--- config.mk ---
export PLATFORM = sky130hd
export DESIGN_NAME = hs32_reg_arb
export DESIGN_NICKNAME = d
export VERILOG_FILES = /design/src/rtl/hs32_reg_arb.sv
export SDC_FILE = /design/constraint.sdc
export NUM_CORES = 1
export LEC_CHECK = 0
export CORE_UTILIZATION = 25
export CTS_BUF_LIST = sky130_fd_sc_hd__clkbuf_8
export CTS_CLUSTER_SIZE = 25
export DETAILED_ROUTE_END_ITERATION = 8
export SLEW_MARGIN = 40
export SYNTH_ARGS = -nofsm -noshare
export SYNTH_HDL_FRONTEND = slang
export SYNTH_SLANG_ARGS = --single-unit
--- constraint.sdc ---
create_clock -name clk_i -period 9.3 [get_ports clk_i]
set_input_delay 2.79 -clock clk_i [delete_from_list [all_inputs] [get_ports clk_i]]
set_output_delay 2.79 -clock clk_i [all_outputs]
set_load 0.02 [all_outputs]
--- src/rtl/hs32_reg_arb.sv ---
// Arbiter sharing a single-write / dual-read register file between requester A
// (execute pipeline) and requester B (debug / context-save engine).
module hs32_reg_arb #(
  parameter int unsigned AW       = 4,
  parameter int unsigned DW       = 32,
  parameter bit          PRIO_A   = 1'b0,
  parameter int unsigned MAX_WAIT = 8,
  parameter int unsigned MAX_LOCK = 16
) (
  input  logic          clk_i,
  input  logic          rst_ni,
  input  logic          a_req_i,
  input  logic          a_we_i,
  input  logic [AW-1:0] a_wadr_i,
  input  logic [DW-1:0] a_din_i,
  input  logic [AW-1:0] a_radr1_i,
  input  logic [AW-1:0] a_radr2_i,
  output logic          a_gnt_o,
  output logic          a_rvalid_o,
  output logic [DW-1:0] a_rdata1_o,
  output logic [DW-1:0] a_rdata2_o,
  input  logic          b_req_i,
  input  logic          b_we_i,
  input  logic [AW-1:0] b_wadr_i,
  input  logic [DW-1:0] b_din_i,
  input  logic [AW-1:0] b_radr1_i,
  input  logic [AW-1:0] b_radr2_i,
  output logic          b_gnt_o,
  output logic          b_rvalid_o,
  output logic [DW-1:0] b_rdata1_o,
  output logic [DW-1:0] b_rdata2_o,
  input  logic          b_lock_i,
  output logic          rf_we_o,
  output logic [AW-1:0] rf_wadr_o,
  output logic [DW-1:0] rf_din_o,
  output logic [AW-1:0] rf_radr1_o,
  output logic [AW-1:0] rf_radr2_o,
  input  logic [DW-1:0] rf_dout1_i,
  input  logic [DW-1:0] rf_dout2_i
);

  localparam int unsigned WW = $clog2(MAX_WAIT + 1);
  localparam int unsigned LW = $clog2(MAX_LOCK + 1);
  localparam logic [WW-1:0] WAIT_MAX  = WW'(MAX_WAIT);
  localparam logic [LW-1:0] LOCK_LAST = LW'(MAX_LOCK - 1);

  typedef enum logic {ST_ARB, ST_LOCK} state_e;
  typedef enum logic {REQ_A, REQ_B} req_e;

  state_e        state_q, state_d;
  req_e          rr_last_q, rr_last_d;
  logic [WW-1:0] a_wait_q, a_wait_d, b_wait_q, b_wait_d;
  logic [LW-1:0] lock_cnt_q, lock_cnt_d;
  logic          a_gnt, b_gnt;

  logic [AW-1:0] rf_wadr_q, rf_radr1_q, rf_radr2_q;
  logic [DW-1:0] rf_din_q;

  logic          a_pend_q, b_pend_q;
  logic [DW-1:0] a_rdata1_q, a_rdata2_q, b_rdata1_q, b_rdata2_q;

  // NOTE: every variable written here gets a default first so no path leaves it unassigned (no latches).
  always_comb begin
    state_d    = state_q;
    rr_last_d  = rr_last_q;
    lock_cnt_d = lock_cnt_q;
    a_gnt      = 1'b0;
    b_gnt      = 1'b0;
    case (state_q)
      ST_ARB: begin
        if (a_req_i && b_req_i) begin
          if (a_wait_q == WAIT_MAX)                      a_gnt = 1'b1;
          else if (b_wait_q == WAIT_MAX)                 b_gnt = 1'b1;
          else if (PRIO_A || rr_last_q == REQ_B)         a_gnt = 1'b1;
          else                                           b_gnt = 1'b1;
        end else begin
          a_gnt = a_req_i;
          b_gnt = b_req_i;
        end
        // The entering grant is the first of the locked run.
        if (b_gnt && b_lock_i && MAX_LOCK > 1) begin
          state_d    = ST_LOCK;
          lock_cnt_d = LW'(1);
        end
      end
      ST_LOCK: begin
        b_gnt = b_req_i;
        if (!b_req_i || !b_lock_i || lock_cnt_q == LOCK_LAST) begin
          state_d    = ST_ARB;
          lock_cnt_d = '0;
        end else begin
          lock_cnt_d = lock_cnt_q + 1'b1;
        end
      end
      default: state_d = ST_ARB;
    endcase
    if (!rst_ni) begin
      a_gnt = 1'b0;
      b_gnt = 1'b0;
    end
    if (a_gnt)      rr_last_d = REQ_A;
    else if (b_gnt) rr_last_d = REQ_B;
  end

  always_comb begin
    a_wait_d = a_wait_q;
    if (!a_req_i || a_gnt)                             a_wait_d = '0;
    else if (state_q == ST_ARB && a_wait_q != WAIT_MAX) a_wait_d = a_wait_q + 1'b1;
    b_wait_d = b_wait_q;
    if (!b_req_i || b_gnt)          b_wait_d = '0;
    else if (b_wait_q != WAIT_MAX)  b_wait_d = b_wait_q + 1'b1;
  end

  always_comb begin
    rf_we_o    = 1'b0;
    rf_wadr_o  = rf_wadr_q;
    rf_din_o   = rf_din_q;
    rf_radr1_o = rf_radr1_q;
    rf_radr2_o = rf_radr2_q;
    if (a_gnt) begin
      rf_we_o    = a_we_i;
      rf_wadr_o  = a_wadr_i;
      rf_din_o   = a_din_i;
      rf_radr1_o = a_radr1_i;
      rf_radr2_o = a_radr2_i;
    end else if (b_gnt) begin
      rf_we_o    = b_we_i;
      rf_wadr_o  = b_wadr_i;
      rf_din_o   = b_din_i;
      rf_radr1_o = b_radr1_i;
      rf_radr2_o = b_radr2_i;
    end
  end

  // NOTE: all state uses non-blocking assignments so every register samples pre-edge values.
  always_ff @(posedge clk_i or negedge rst_ni) begin
    if (!rst_ni) begin
      state_q    <= ST_ARB;
      rr_last_q  <= REQ_B;
      a_wait_q   <= '0;
      b_wait_q   <= '0;
      lock_cnt_q <= '0;
      rf_wadr_q  <= '0;
      rf_din_q   <= '0;
      rf_radr1_q <= '0;
      rf_radr2_q <= '0;
    end else begin
      state_q    <= state_d;
      rr_last_q  <= rr_last_d;
      a_wait_q   <= a_wait_d;
      b_wait_q   <= b_wait_d;
      lock_cnt_q <= lock_cnt_d;
      rf_wadr_q  <= rf_wadr_o;
      rf_din_q   <= rf_din_o;
      rf_radr1_q <= rf_radr1_o;
      rf_radr2_q <= rf_radr2_o;
    end
  end

  // NOTE: data holding registers are reset too, since read data must read 0 out of reset.
  always_ff @(posedge clk_i or negedge rst_ni) begin
    if (!rst_ni) begin
      a_pend_q   <= 1'b0;
      b_pend_q   <= 1'b0;
      a_rdata1_q <= '0;
      a_rdata2_q <= '0;
      b_rdata1_q <= '0;
      b_rdata2_q <= '0;
    end else begin
      a_pend_q <= a_gnt && !a_we_i;
      b_pend_q <= b_gnt && !b_we_i;
      if (a_pend_q) begin
        a_rdata1_q <= rf_dout1_i;
        a_rdata2_q <= rf_dout2_i;
      end
      if (b_pend_q) begin
        b_rdata1_q <= rf_dout1_i;
        b_rdata2_q <= rf_dout2_i;
      end
    end
  end

  // The RF registers its read data, so the response is passed through in the cycle after issue.
  assign a_gnt_o    = a_gnt;
  assign b_gnt_o    = b_gnt;
  assign a_rvalid_o = a_pend_q;
  assign b_rvalid_o = b_pend_q;
  assign a_rdata1_o = a_pend_q ? rf_dout1_i : a_rdata1_q;
  assign a_rdata2_o = a_pend_q ? rf_dout2_i : a_rdata2_q;
  assign b_rdata1_o = b_pend_q ? rf_dout1_i : b_rdata1_q;
  assign b_rdata2_o = b_pend_q ? rf_dout2_i : b_rdata2_q;

endmodule

# --- After elaboration in Yosys (flattened, before gate mapping) ---
# Cells that the tools add are included.
totals:
  output_inout_bits: 177
  reg_bits: 189
  in_bits: 159
op_classes:
  n_addsub: 3
  reduce_logical: 17
  eq_ne: 6
  mux: 39
  n_bitwise: 1
op_table:
  columns: ["cell", "n"]
  rows:
  - ["$mux W32", 6]
  - ["$mux W4", 10]
  - ["$mux W1", 18]
  - ["$mux W5", 2]
  - ["$pmux W5 S2", 1]
  - ["$add A4 B1 Y4 const B", 2]
  - ["$eq A4 B4 Y1 const B", 2]
  - ["$ne A4 B4 Y1 const B", 2]
  - ["$reduce_bool A2 Y1", 3]
  - ["$add A5 B1 Y5 const B", 1]
  - ["$eq A5 B4 Y1 const B", 1]
  - ["$logic_and A1 B1 Y1", 5]
  - ["$logic_not A1 Y1", 5]
  - ["$logic_or A1 B1 Y1", 4]
  - ["$pmux W1 S2", 2]
  - ["$ne A2 B2 Y1 const B", 1]
  - ["$not A1 Y1", 1]

# --- Longest topological paths before layout ---
# Gate-level depths: netlist of run 1.
logic_depth:
  ltp_word: 9
  depth_mapped: 9
  ltp_nobuf: 7

# --- Worst setup path before layout of run 1 ---
# No wires, ideal clock.
synth_timing:
  kind: "input-to-output"
  from: "input a_req_i"
  to: "output rf_din_o[21]"
  slack_ns: 2.485
  path_stages: 6
  arrival_time_ns: 4.025
  n_path_buf: 2
  required_time_ns: 6.510
  path_cell_list: "nand3b_1 > o221ai_2 > buf_6 > buf_6 > mux2_4 > mux2_2"
synth_via:
  elab_chain_len: 7
synth_rtl:
  columns: ["item", "line", "source"]
  rows:
  - ["from (decl)", "12", "input logic a_req_i,"]
  - ["$logic_and A1 B1 Y1", "71", "if (a_req_i && b_req_i) begin"]
  - ["$mux W1", "71", null]
  - ["$mux W1", "69", "case (state_q)"]
  - ["$pmux W1 S2", "69", null]
  - ["$mux W1", "97", "if (!rst_ni) begin"]
  - ["$mux W32", "126", "end else if (b_gnt) begin"]
  - ["$mux W32 *", "120", "if (a_gnt) begin"]
  - ["to (decl)", "35", "output logic [DW-1:0] rf_din_o,"]
# Every way passes the cells marked *; elsewhere a longest branch is shown, timed or not. The select of a mux whose other input is x is not followed.

# --- Worst setup path after layout of run 1 ---
layout_timing:
  from: "input a_req_i"
  to: "output rf_wadr_o[3]"
layout_via:
  elab_chain_len: 7
layout_rtl:
  columns: ["item", "line", "source"]
  rows:
  - ["$logic_and A1 B1 Y1", "71", null]
  - ["$mux W1", "71", null]
  - ["$mux W1", "69", null]
  - ["$pmux W1 S2", "69", null]
  - ["$mux W1", "97", null]
  - ["$mux W4", "126", null]
  - ["$mux W4 *", "120", null]
  - ["to (decl)", "34", "output logic [AW-1:0] rf_wadr_o,"]
# Marks and branches as above.

==> metrics, run 1 <==
vias in the first global route 5786; area growth from synthesis to layout 53.38%; Setup Buffers After CTS 0; final hold vios 0; CP Class in -> out; max_slew headroom 51.04%; Netlist cell types 33; vias 5328; P_sw 0.9224 mW; Post-synth top flop dfrtp_1; Fin Clk Skew between 0.02 and 0.025 ns; Post-DP Area roughly 12000 um2; PortBufs 335; first-pass GRT wire length roughly 34 mm; Worst-Margin Slew around 0.73 ns; Pleak between 5 and 6 nW; total gr overflow 0; Synth Warn # 0; clock latency on the worst-skew pair approximately 0.50 ns; routed length per placed instance 17.31 um; Reg power frac 38.8%; Pre-Repair DR Iteration Count 7; #FFs+latches synth 189; syn_area_per_cell about 16 um2; Antenna Cells 0; cell row count 64; CTS buffer count 17; Max-cap violations 0; Avg Vias per Cell 4.269; Post-Route WL about 22 mm; GR Util All Layers 13.75%; status finished, violations left; r2r startpoint b_wait_q[0]; PostCTS Resize Cnt 0; Logic pwr share 41.4%; largest net degree at the start of global routing 67; number of flops mapped to enable cells by yosys 0; Cell Pwr Density 227.0 nW/um2; critical path required time ~6.5 ns; Die Area 32270 um2; GR Util met2 22.45%; clock period minus worst slack 8.269 ns; global routing's busiest layer met2; clock sinks 189; HP Start a_rdata2_q[8]; register area 4733 um2; share of post-route cells with drive strength above 1 a little under a third; Routed Antenna Nets 0; Die Height 179.6 um; sequential area share after synthesis 59.98%; FF-to-FF path depth 7; depth of the CTS H-tree 4; kind of end point of the critical path output port; worst-case clock buffer depth 2; Hold Path Depth 1; CTS tree built; Max Slew Vio Count 0; post-synthesis async set-or-reset flop share 100.0%; core area 30830 um2; post-route setup TNS 0 ns; CTS Root Cell clkbuf_8; cell count after synthesis roughly 500; failing checks design-rule violations; hold buffer count at CTS 0; final period utilization 88.92%; Syn Nets between 600 and 700; Synth Cell Area 7888 um2; met1 Use GR 15.86%; Worst-path clk slew 0.11 ns; WHS Endpoint a_rdata2_q[8]; Reg2Reg Setup Slack slightly below 7 ns; unrepaired setup endpoints after global routing no; Starting Density 25.58%; Crit path arrival time roughly 5.5 ns; post-DP HPWL 15.32 mm; initial antenna violation count 1; Finished Cell Area about 12000 um2; area of the multi-input gates around 3000 um2; Die Wd between 150 and 200 um; power after layout 2.746 mW; gpl congestion 0.6916; Pint 1.824 mW; maximum fanout along the worst path 43; drt first-iter violations 245; Nets about 1k; CP startpoint kind input pin; Remaining DRCs 28; Fillers 2970; Critical R2R Capture rf_wadr_q[3]; final-report setup violation count 0; Sw Share between 30% and 40%; Boundary Pins 336; fmax 120.9 MHz; GRT met3 Usage 6.483%; worst min-delay path category reg -> reg; Worst VDD drop 101.8 uV; clock power share 19.9%
==> cell usage after synthesis, types with 2 or more instances <==
cell type	number	area share, %
nand4b_1	2	0.22
buf_2	5	0.32
buf_6	3	0.43
inv_1	11	0.52
and3b_1	2	0.22
xnor2_1	5	0.56
nor2_1	6	0.29
o21ai_0	2	0.13
nand3_1	2	0.13
nand2_1	4	0.19
mux2_2	191	27
nor3b_1	3	0.29
mux2_4	26	4.9
and3_1	5	0.40
nand2b_1	2	0.16
o32ai_1	3	0.33
xor2_1	2	0.22
clkbuf_1	17	0.81
nand3b_1	4	0.38
a21oi_1	4	0.25
dfrtp_1	188	60
ha_1	6	0.95
==> registers in the layout, summed over array words and instances, names as in the netlist <==
name	flops
a_rdata1_q	32
rr_last_q	1
a_rdata2_q	32
b_rdata2_q	32
lock_cnt_q	5
rf_radr1_q	4
state_q	1
b_wait_q	4
rf_din_q	32
a_wait_q	4
rf_wadr_q	4
b_rvalid_o	1
b_rdata1_q	32
rf_radr2_q	4
a_rvalid_o	1
==> worst max path at each step <==
stage	endpoint	from
global placement	rf_din_o[26]	a_req_i
finish	rf_wadr_o[3]	a_req_i
detailed placement	rf_radr2_o[2]	a_req_i
floorplan	rf_din_o[21]	a_req_i
CTS	rf_radr2_o[2]	a_req_i
global route	rf_din_o[26]	a_req_i
==> through the flow <==
step                hold slack, ns  std cells  worst slack, ns  utilization [%]
floorplan                   0.4644        504            2.485                -
global placement            0.4778       1216            1.074            37.92
detailed placement          0.4843       1216            1.014            37.95
CTS                         0.5086       1248            1.024            39.22
global route                0.5196       1248           0.8635            39.24
finish                      0.5038       1248            1.031            39.24
==> per-layer routing <==
metal | vias to the layer above | share of wire [%] | wire length [um]
met5 | - | 0.060 | 13
met4 | 2 | 1.5 | 321
met3 | 23 | 11 | 2309
met2 | 244 | 47 | 10200
met1 | 2614 | 41 | 8754
li1 | 2445 | - | -
==> placed cells by master (no fill, tap or decap), drive strengths merged, types with 5 or more instances in the layout <==
| cell type | count |
|---|---|
| mux2 | 217 |
| inv | 18 |
| clkinv | 7 |
| xnor2 | 5 |
| and3 | 5 |
| nor2 | 6 |
| ha | 6 |
| dfrtp | 188 |
| clkbuf | 18 |
| clkdlybuf4s50 | 334 |
| buf | 7 |
==> power by group through the flow <==
stage	logic [mW]	clock network [mW]	registers [mW]
6_report	1.14	0.546	1.07
2_1_floorplan	0.606	0	1.07
3_3_place_gp	1.14	0	1.08
4_1_cts	1.15	0.576	1.07
3_5_place_dp	1.15	0	1.09
5_1_grt	1.20	0.603	1.09
==> cell type report <==
type,instances,area share [%]
clock buffers,17,1.934
repair buffers,342,28.44
well taps,396,4.096
multi-input cells,278,24.78
inverters,11,0.3413
flip-flops and latches,189,39.12
clock inverters,15,1.282
==> cell families after synthesis <==
group / count (synthesis) / share of synthesized area [%]
AND/OR/NAND/NOR: 32 / 2.411
XOR/XNOR: 7 / 0.7773
adder cells (fa/ha/maj): 6 / 0.9518
multiplexers: 217 / 32.22
buffers and inverters: 37 / 2.173
flip-flops: 189 / 59.98
AO/OA/AOI/OAI: 16 / 1.491
==> worst max-delay path, cell delays in order <==
cell,delay (ns)
clkdlybuf4s50_1,0.62
nand3b_1,0.20
o221ai_4,0.31
buf_12,0.29
mux2_2,0.37
mux2_2,0.28
clkdlybuf4s50_1,0.55
Power figures use the tool's default switching activity.
==> run 2: changes to the inputs <==
Clock period 9.3 ns to 6.7 ns, I/O delays scaled along.
==> metrics, run 2 (synthesis results as in run 1) <==
routed length per placed instance 17.53 um (+1.3%); post-DP HPWL 15.87 mm (+3.6%); first-pass GRT wire length 34.92 mm (+3.5%); FF-to-FF path depth 7 (unchanged); Starting Density 25.58% (unchanged); Stages on worst setup path 7 (unchanged); Cell Pwr Density 314.7 nW/um2 (+39%); Pre-Repair DR Iteration Count 6 (-1); share of post-route cells with drive strength above 1 31.04% (+0.40 points); most frequent cells in the layout 334 x clkdlybuf4s50_1, 191 x mux2_2, 186 x dfrtp_1; CTS buffer count 17 (unchanged); status finished, violations left; Max-cap violations 0 (unchanged); Die Wd 179.6 um (unchanged); clock latency on the worst-skew pair 0.48 ns (-0.02 ns); final period utilization between 90% and 100%; PortBufs 335 (unchanged); CP Class in -> out; PostCTS Resize Cnt 0 (unchanged); maximum fanout along the worst path 38 (-12%); Worst-path clk slew 0.10 ns (about the same); CTS Root Cell clkbuf_8; leading cell type in the layout, fill and taps excluded clkdlybuf4s50_1; Place WS 0.2824 ns (-0.7314 ns); CTS tree built; CP startpoint kind input pin; PnR worst setup slack 0.2872 ns (-0.7437 ns); final hold vios 0 (unchanged); Boundary Pins 336 (unchanged); vias in the first global route 5964 (+3.1%); initial antenna violation count 0 (-1); gpl congestion 0.7375 (+6.6%); post-layout util 39.43% (+0.19 points); Die Area 32270 um2 (unchanged); CP max stage delay 0.58 ns (-0.04 ns); Antenna Cells 0 (unchanged); final-report setup violation count 0 (unchanged); Top Family by Delay on Critical Path buffers and inverters; Max Slew Vio Count 0 (unchanged); worst-case clock buffer depth 2 (unchanged); Fin Clk Skew 0.01121 ns (-0.01013 ns); Hold Path Depth 2 (+1); drt first-iter violations 234 (-4.5%); total gr overflow 0 (unchanged); largest net degree at the start of global routing 73 (+9.0%); Pleak 5.035 nW (+0.48%); Nets 1009 (+0.50%); depth of the CTS H-tree 4 (unchanged); fmax between 150 and 200 MHz; cell row count 64 (unchanged); Avg Vias per Cell 4.267 (about the same); Crit path arrival time 4.40 ns (-1.08 ns); clock sinks 189 (unchanged); Routed Antenna Nets 0 (unchanged); cell chain of the critical path clkdlybuf4s50_1 -> nand3b_1 -> o221ai_4 -> buf_12 -> mux2_4 -> mux2_2 -> clkdlybuf4s50_1; critical path required time 4.69 ns (-1.82 ns); clock period minus worst slack 6.413 ns; Setup Buffers After CTS 0 (unchanged); max_slew headroom 55.14% (+4.1 points); Fillers 2950 (-0.67%); Die Height 179.6 um (unchanged); crit path buf inv count 3 (unchanged); Worst VDD drop 164.3 uV (+61%); Remaining DRCs 27 (-3.6%); Worst-Margin Slew 0.6730 ns (-0.06140 ns); post-route setup TNS 0 ns (unchanged); GR Util All Layers 14.07% (+0.31 points); Crit-path slowest cell clkdlybuf4s50_1; vias 5347 (+0.36%); worst min-delay path category reg -> reg; core area 30830 um2 (unchanged); hold buffer count at CTS 0 (unchanged); Post-Route WL 21.96 mm (+1.7%); kind of end point of the critical path output port; failing checks design-rule violations; Worst path most repeated cell clkdlybuf4s50_1; area growth from synthesis to layout 54.12%; unrepaired setup endpoints after global routing no
run 2: metrics by stage:
| stage | hold slack, ns | cells | total power, mW | instance area [um2] |
|---|---|---|---|---|
| 6_report | 0.4981 | 1253 | 3.826 | 12160 |
| 5_1_grt | 0.5192 | 1253 | 4.048 | 12160 |
| 4_1_cts | 0.5009 | 1252 | 3.903 | 12140 |
| 3_5_place_dp | 0.4843 | 1220 | 3.100 | 11740 |
| 3_3_place_gp | 0.4782 | 1220 | 3.080 | 11730 |
| 2_1_floorplan | 0.4644 | 504 | 2.326 | 7888 |
run 2: worst paths after layout:
path,start,end,slack [ns]
min in group asynchronous,rst_ni,state_q,1.33
max in group asynchronous,rst_ni,a_rvalid_o,3.44
setup / recovery,a_req_i,rf_din_o[26],0.29
hold reg to reg,rr_last_q,rr_last_q,0.50
setup reg to reg,b_wait_q[0],rf_din_q[4],4.48
hold / removal,rr_last_q,rr_last_q,0.50
run 2: final cells by class:
cell class / instances / area (um2) / share of cell area [%]
sequential: 189 / 4736 / 38.96
timing repair buffer: 347 / 3492 / 28.73
multi-input combinational: 278 / 2998 / 24.66
tap: 396 / 495.5 / 4.076
clock buffer: 17 / 234.0 / 1.925
clock inverter: 15 / 160.2 / 1.317
inverter: 11 / 41.29 / 0.3396
run 2: worst register-to-register path: cells and delay by family (launching register included):
kind	cells	cell delay, ns
AOI/OAI and AO/OA	1	0.21
buffers and inverters	2	0.36
and+or+nand+nor	1	0.27
adders and majority gates	1	0.21
muxes	2	0.68
DFF	1	0.39
run 2: metal layers:
layer / part of all wire (%) / GRT usage, % / up-vias
met5: 0 / 0 / -
met4: 0.68 / 3.414 / 0
met3: 10 / 5.814 / 6
met2: 49 / 23.70 / 247
met1: 40 / 16.57 / 2630
li1: - / - / 2464
run 2: power breakdown:
part	leakage, nW	internal (mW)	switching (mW)
Combinational	2.58	0.845	0.730
Sequential	2.26	1.41	0.0724
Clock	0.190	0.308	0.458
Total	5.03	2.56	1.26
